[src/rtl/vdp_pkg.sv]
// Shared types and sizing for the VDP VRAM arbiter slice.
package vdp_pkg;

  localparam int unsigned VRAM_ADDR_W    = 14;
  localparam int unsigned VRAM_DATA_W    = 8;
  localparam int unsigned VDP_WBUF_DEPTH = 4;
  localparam int unsigned VDP_BURST_LEN  = 8;
  localparam int unsigned VDP_IDX_W      = $clog2(VDP_BURST_LEN);

  typedef enum logic [1:0] {
    ST_IDLE,
    ST_VGA_BURST,
    ST_IO_WR,
    ST_IO_RD
  } arb_state_t;

  // Return-path tag: follows each mem_re by one cycle to steer mem_rdata.
  typedef struct packed {
    logic                 valid;
    logic                 is_vga;
    logic [VDP_IDX_W-1:0] idx;
  } rd_tag_t;

endpackage

[src/rtl/vdp_wbuf.sv]
// Posted CPU write buffer: small synchronous FIFO of {addr, data} entries.
module vdp_wbuf
  import vdp_pkg::*;
#(
  parameter int unsigned ADDR_W = VRAM_ADDR_W,
  parameter int unsigned DATA_W = VRAM_DATA_W,
  parameter int unsigned DEPTH  = VDP_WBUF_DEPTH
) (
  input  logic              clk,
  input  logic              rst,
  input  logic              push,
  input  logic [ADDR_W-1:0] push_addr,
  input  logic [DATA_W-1:0] push_data,
  input  logic              pop,
  output logic [ADDR_W-1:0] head_addr,
  output logic [DATA_W-1:0] head_data,
  output logic              full,
  output logic              empty
);

  localparam int unsigned PTR_W = $clog2(DEPTH);
  localparam int unsigned CNT_W = PTR_W + 1;
  localparam int unsigned ENT_W = ADDR_W + DATA_W;

  logic [ENT_W-1:0] ram [DEPTH];
  logic [PTR_W-1:0] wr_ptr;
  logic [PTR_W-1:0] rd_ptr;
  logic [CNT_W-1:0] count;
  logic             do_push;
  logic             do_pop;

  assign full      = (count == CNT_W'(DEPTH));
  assign empty     = (count == '0);
  assign do_push   = push & ~full;
  assign do_pop    = pop & ~empty;
  assign head_addr = ram[rd_ptr][ENT_W-1:DATA_W];
  assign head_data = ram[rd_ptr][DATA_W-1:0];

  // Entry storage; contents are don't-care until pushed.
  always_ff @(posedge clk) begin
    if (do_push) ram[wr_ptr] <= {push_addr, push_data};
  end

  // Pointers and occupancy; simultaneous push/pop leaves count unchanged.
  always_ff @(posedge clk) begin
    if (rst) begin
      wr_ptr <= '0;
      rd_ptr <= '0;
      count  <= '0;
    end else begin
      if (do_push) wr_ptr <= wr_ptr + 1'b1;
      if (do_pop)  rd_ptr <= rd_ptr + 1'b1;
      case ({do_push, do_pop})
        2'b10:   count <= count + 1'b1;
        2'b01:   count <= count - 1'b1;
        default: count <= count;
      endcase
    end
  end

endmodule

[src/rtl/vdp_vram_arbiter.sv]
// Single VRAM port shared between display bursts and Z80 I/O traffic.
module vdp_vram_arbiter
  import vdp_pkg::*;
#(
  parameter int unsigned ADDR_W     = VRAM_ADDR_W,
  parameter int unsigned DATA_W     = VRAM_DATA_W,
  parameter int unsigned WBUF_DEPTH = VDP_WBUF_DEPTH,
  parameter int unsigned BURST_LEN  = VDP_BURST_LEN
) (
  input  logic              clk,
  input  logic              rst,
  input  logic              vga_req,
  input  logic [ADDR_W-1:0] vga_base_addr,
  output logic              vga_ack,
  output logic              vga_data_valid,
  output logic [2:0]        vga_data_idx,
  output logic [DATA_W-1:0] vga_data,
  output logic              vga_done,
  input  logic              io_wr_valid,
  output logic              io_wr_ready,
  input  logic [ADDR_W-1:0] io_wr_addr,
  input  logic [DATA_W-1:0] io_wr_data,
  input  logic              io_rd_valid,
  output logic              io_rd_ready,
  input  logic [ADDR_W-1:0] io_rd_addr,
  output logic [DATA_W-1:0] io_rd_data,
  output logic              io_rd_data_valid,
  output logic [ADDR_W-1:0] mem_addr,
  output logic              mem_re,
  output logic              mem_we,
  output logic [DATA_W-1:0] mem_wdata,
  input  logic [DATA_W-1:0] mem_rdata
);

  localparam int unsigned IDX_W = $clog2(BURST_LEN);

  arb_state_t        state;
  logic [IDX_W-1:0]  burst_k;
  logic [ADDR_W-1:0] base;
  logic [ADDR_W-1:0] rd_addr;
  logic              rd_pending;
  logic              rd_issued;
  logic              cpu_turn;
  rd_tag_t           tag;

  logic              wbuf_full;
  logic              wbuf_empty;
  logic [ADDR_W-1:0] wbuf_head_addr;
  logic [DATA_W-1:0] wbuf_head_data;
  logic              rd_wait;
  logic              grant_vga;
  logic              grant_wr;
  logic              grant_rd;

  vdp_wbuf #(
    .ADDR_W (ADDR_W),
    .DATA_W (DATA_W),
    .DEPTH  (WBUF_DEPTH)
  ) u_wbuf (
    .clk       (clk),
    .rst       (rst),
    .push      (io_wr_valid & io_wr_ready),
    .push_addr (io_wr_addr),
    .push_data (io_wr_data),
    .pop       (grant_wr),
    .head_addr (wbuf_head_addr),
    .head_data (wbuf_head_data),
    .full      (wbuf_full),
    .empty     (wbuf_empty)
  );

  assign io_wr_ready    = ~wbuf_full;
  assign io_rd_ready    = ~rd_pending;
  assign rd_wait        = rd_pending & ~rd_issued;
  assign vga_data_valid = tag.valid & tag.is_vga;
  assign vga_data_idx   = 3'(tag.idx);
  assign vga_done       = vga_data_valid & (tag.idx == VDP_IDX_W'(BURST_LEN - 1));
  assign vga_data       = vga_data_valid ? mem_rdata : '0;

  // Grant decision in IDLE: display first unless the CPU owns the fairness slot.
  always_comb begin
    grant_vga = 1'b0;
    grant_wr  = 1'b0;
    grant_rd  = 1'b0;
    if (state == ST_IDLE) begin
      if (!cpu_turn && vga_req) grant_vga = 1'b1;
      else if (!wbuf_empty)     grant_wr  = 1'b1;
      else if (rd_wait)         grant_rd  = 1'b1;
      else if (vga_req)         grant_vga = 1'b1;
    end
  end

  // Arbiter FSM with registered VRAM strobes, read tracking and return path.
  always_ff @(posedge clk) begin
    if (rst) begin
      state            <= ST_IDLE;
      burst_k          <= '0;
      base             <= '0;
      rd_addr          <= '0;
      rd_pending       <= 1'b0;
      rd_issued        <= 1'b0;
      cpu_turn         <= 1'b0;
      tag              <= '0;
      vga_ack          <= 1'b0;
      io_rd_data       <= '0;
      io_rd_data_valid <= 1'b0;
      mem_addr         <= '0;
      mem_re           <= 1'b0;
      mem_we           <= 1'b0;
      mem_wdata        <= '0;
    end else begin
      vga_ack          <= 1'b0;
      io_rd_data_valid <= 1'b0;
      mem_we           <= 1'b0;

      tag.valid  <= mem_re;
      tag.is_vga <= (state == ST_VGA_BURST);
      tag.idx    <= VDP_IDX_W'(burst_k);

      if (io_rd_valid && !rd_pending) begin
        rd_pending <= 1'b1;
        rd_addr    <= io_rd_addr;
      end

      if (tag.valid && !tag.is_vga) begin
        io_rd_data       <= mem_rdata;
        io_rd_data_valid <= 1'b1;
        rd_pending       <= 1'b0;
        rd_issued        <= 1'b0;
      end

      case (state)
        ST_IDLE: begin
          if (grant_vga) begin
            state    <= ST_VGA_BURST;
            base     <= vga_base_addr;
            burst_k  <= '0;
            mem_addr <= vga_base_addr;
            mem_re   <= 1'b1;
            vga_ack  <= 1'b1;
          end else if (grant_wr) begin
            state     <= ST_IO_WR;
            mem_we    <= 1'b1;
            mem_addr  <= wbuf_head_addr;
            mem_wdata <= wbuf_head_data;
            cpu_turn  <= 1'b0;
          end else if (grant_rd) begin
            state     <= ST_IO_RD;
            mem_re    <= 1'b1;
            mem_addr  <= rd_addr;
            rd_issued <= 1'b1;
            cpu_turn  <= 1'b0;
          end
        end
        ST_VGA_BURST: begin
          if (burst_k == IDX_W'(BURST_LEN - 1)) begin
            state    <= ST_IDLE;
            mem_re   <= 1'b0;
            cpu_turn <= ~wbuf_empty | rd_wait;
          end else begin
            burst_k  <= burst_k + 1'b1;
            mem_addr <= base + ADDR_W'(burst_k + 1'b1);
          end
        end
        ST_IO_WR: begin
          state <= ST_IDLE;
        end
        ST_IO_RD: begin
          state  <= ST_IDLE;
          mem_re <= 1'b0;
        end
        default: begin
          state  <= ST_IDLE;
          mem_re <= 1'b0;
        end
      endcase
    end
  end

endmodule

[config.mk]
export PLATFORM = sky130hd
export DESIGN_NAME = vdp_vram_arbiter
export DESIGN_NICKNAME = d
export VERILOG_FILES = /design/src/rtl/vdp_pkg.sv /design/src/rtl/vdp_wbuf.sv /design/src/rtl/vdp_vram_arbiter.sv
export SDC_FILE = /design/constraint.sdc
export NUM_CORES = 1
export LEC_CHECK = 0
export CAP_MARGIN = 0
export CORE_ASPECT_RATIO = 1.4
export CORE_MARGIN = 1
export CORE_UTILIZATION = 54
export DETAILED_ROUTE_END_ITERATION = 8
export PLACE_DENSITY_LB_ADDON = 0.08
export SETUP_SLACK_MARGIN = 0.05
export SYNTH_ARGS = -nofsm -noshare
export SYNTH_HDL_FRONTEND = slang
export SYNTH_HIERARCHICAL = 1
export SYNTH_SLANG_ARGS = --single-unit
export TNS_END_PERCENT = 5
[constraint.sdc]
create_clock -name clk -period 3.42 [get_ports clk]
set_input_delay 0.342 -clock clk [delete_from_list [all_inputs] [get_ports clk]]
set_output_delay 0.342 -clock clk [all_outputs]
set_load 0.005 [all_outputs]
==> metrics.cfg <==
[yosys]
synth_cell_types = 64
ys_async_sr_fraction = 0
synth_common_cells = nand2_1, edfxtp_1, dfxtp_1
yosys_warnings = 6
synth.most_common_cell = nand2_1
ys_seq_area_frac = 0.593
synthTopCellsByArea = edfxtp_1, dfxtp_1, mux4_2, nand2_1, a21oi_1
syn_nets = 697
synth_edf_count = 88
yosys_register_bits = 172
synth_area_um2 = 7290
avgSynthCellArea_um2 = 11.7
synth_top_area_share = 0.362
synth_top_area_cell = edfxtp_1
synthFlopType = edfxtp_1
syn_inst = 622

[cts]
holdBufCountCts = 0
clk_latency_ns = 0.43
clock_path_buffers = 2
numClockSinks = 172
h-tree-depth = 4
clk_pin_slew_worst_paths_ns = 0.07
cts_tree = done
clockRootBuffer = clkbuf_16
cts_made_buffers = 17
post_cts_resized = 0
post_cts_buffers = 0

[setup_path]
crit_arrival_ns = 3.08
timing.reg2reg.setup_slack_ns = 0.70
crit_path_end_kind = flop
critPathBufInv = 3
worst_ep_required_time_ns = 3.78
crit_type = flop to flop
max_stage_delay_ns = 0.57
crit_family = simple AND/OR/NAND/NOR gates
path_common_cell = inv_1
start_kind = flop
critPathMaxFanout = 22
path_cells = nor2_4 > nand3_4 > inv_4 > o31ai_1 > inv_1 > ha_1 > inv_1 > fa_1 > xor2_1 > or3_1 > a21oi_1
critical_path.slowest_cell = dfxtp_1

[timing]
rsz0062_at_grt = false
relSlewSlack = 0.311
finalSetupViolations = 0
worst_pin_slew_ns = 1.03
finClkSkew_ns = 0.00943
fmax_mhz = 367
maxSlewViolCount = 0
post-route-period-util = 0.796
hold_viol_final = 0
fin_crit_ns = 2.72
fin_tns_setup_ns = 0

[global_routing]
grt_pass1_wl_um = 26200
gr-total-overflow = 0
grtUsageTotal = 0.245
grt_max_degree = 40
grt_util_met2 = 0.422
antenna_found_initial = 0
grt_busiest_layer = met2
met3_usage = 0.0432
grt_pass1_vias = 5106
grtUsageMet1 = 0.301

[floorplanning]
start_util = 0.561
core_area_um2 = 13000
dieArea_um2 = 14000
row_count = 49
die_x_um = 100
io_pins = 112
chipHeight_um = 139

[detailed_routing]
first_pass_iters = 4
wl_per_cell_um = 17.6
wirelength_um = 16100
via_per_inst = 5.59
drt_iter0_markers = 191
drc_errors = 0
route.antenna.remaining_nets = 0
vias = 5138

[cells_and_area]
nFillCells = 990
post-route-util = 0.700
area_growth_pct = 24.8
nets = 803
antenna_cells = 0
drive_above_1_share = 0.113

[placement]
numPortBuffers = 111
routabilityCongestion = 0.848
post-dp-hpwl_um = 11300

[worst_hold_path]
hp-class = input port to flop

[pwr]
p_per_area_nw_per_um2 = 607
vdd_drop_max_mv = 0.340
p_leak_uw = 0.00325

[outcome]
status = finished, final reports clean

[job]
maxCapViolCount = 0

[registers in the layout (all words and copies together) (netlist names), 2 cells and up, named ones only]
signal	flops
base	14
burst_k	3
io_rd_data	8
mem_addr	14
mem_wdata	8
rd_addr	14
state	2
tag	2
u_wbuf/count	3
u_wbuf/ram	88
u_wbuf/rd_ptr	2
u_wbuf/wr_ptr	2
vga_data_idx	3
[layout by cell type, fill, tap and decap left out, types with 2 or more instances in the layout]
cell             netlist  final
and3_1                11     11
or3_1                  6      6
clkdlybuf4s50_1        0    110
nor2_1                33     33
edfxtp_1              88     88
inv_1                 17     17
mux2_1                 9      9
a311oi_1               2      2
o31ai_1                2      2
buf_4                  4     13
mux2i_1                5      5
and2_1                 5      5
a31oi_1                3      3
nor3_1                 5      5
clkinv_4               0      5
o21ai_0                7      7
mux4_2                22     22
a21oi_1               65     65
inv_6                  0      2
a211oi_1              10     10
a211o_1                2      2
xnor2_1                2      2
nand3_1                3      3
ha_1                  10     10
xor2_1                10     10
o22ai_1                9      9
nand2b_1               9      9
clkbuf_16              0     17
o21a_1                 9      9
dfxtp_1               84     84
fa_1                   2      2
inv_8                  0      6
nor3b_1                5      5
nand2b_2               2      2
nor2b_1                8      8
nand4_1                3      3
a31oi_2                2      2
nand2_1              108    108
[cell type report]
class	instances	area, um^2	share of cell area
clock buffer	17	425	0.0467
clock inverter	15	149	0.0164
sequential	172	4320	0.475
timing repair buffer	124	1200	0.132
multi-input combinational	395	2710	0.297
tap	178	223	0.0245
inverter	18	70.1	0.00770
[power by group]
| group | internal, uW | total [uW] | leakage, uW | switching, uW |
|---|---|---|---|---|
| registers | 2380 | 2530 | 0.00150 | 148 |
| clock network | 972 | 1860 | 0.000284 | 885 |
| logic | 549 | 1140 | 0.00147 | 593 |
| total | 3900 | 5530 | 0.00325 | 1630 |
[path summary, 6_finish.rpt]
kind,start,endpoint,depth (start not counted)
max,state[1],u_wbuf/count[2],11
min,rst,vga_ack,2
max reg2reg,state[1],u_wbuf/count[2],11
min reg2reg,rd_addr[2],rd_addr[2],2
[metrics by stage]
step / hold WS (ns) / cells / worst slack [ns] / instance area, um^2 / power (uW)
2_1_floorplan: 0.426 / 622 / 1.00 / 7290 / 3250
3_3_place_gp: 0.438 / 887 / 0.691 / 8530 / 3670
3_5_place_dp: 0.447 / 887 / 0.565 / 8530 / 3710
4_1_cts: 0.350 / 919 / 0.714 / 9100 / 5560
5_1_grt: 0.373 / 919 / 0.537 / 9100 / 5770
6_report: 0.358 / 919 / 0.698 / 9100 / 5530
[layer usage]
| layer | vias up | part of all wire | routed length, um |
|---|---|---|---|
| met1 | 2527 | 0.41 | 6640 |
| met3 | 32 | 0.038 | 621 |
| met2 | 123 | 0.52 | 8470 |
| met5 | - | 0 | 0 |
| met4 | 0 | 0.026 | 414 |
| li1 | 2456 | - | - |
[cells by family after synthesis]
group | count (synthesis) | synth area share
AND/OR/NAND/NOR | 212 | 0.140
flip-flops | 172 | 0.593
AO/OA/AOI/OAI | 122 | 0.104
buffers and inverters | 55 | 0.0359
multiplexers | 37 | 0.0903
XOR/XNOR | 12 | 0.0144
adder cells (fa/ha/maj) | 12 | 0.0227
Power figures use the tool's default switching activity.
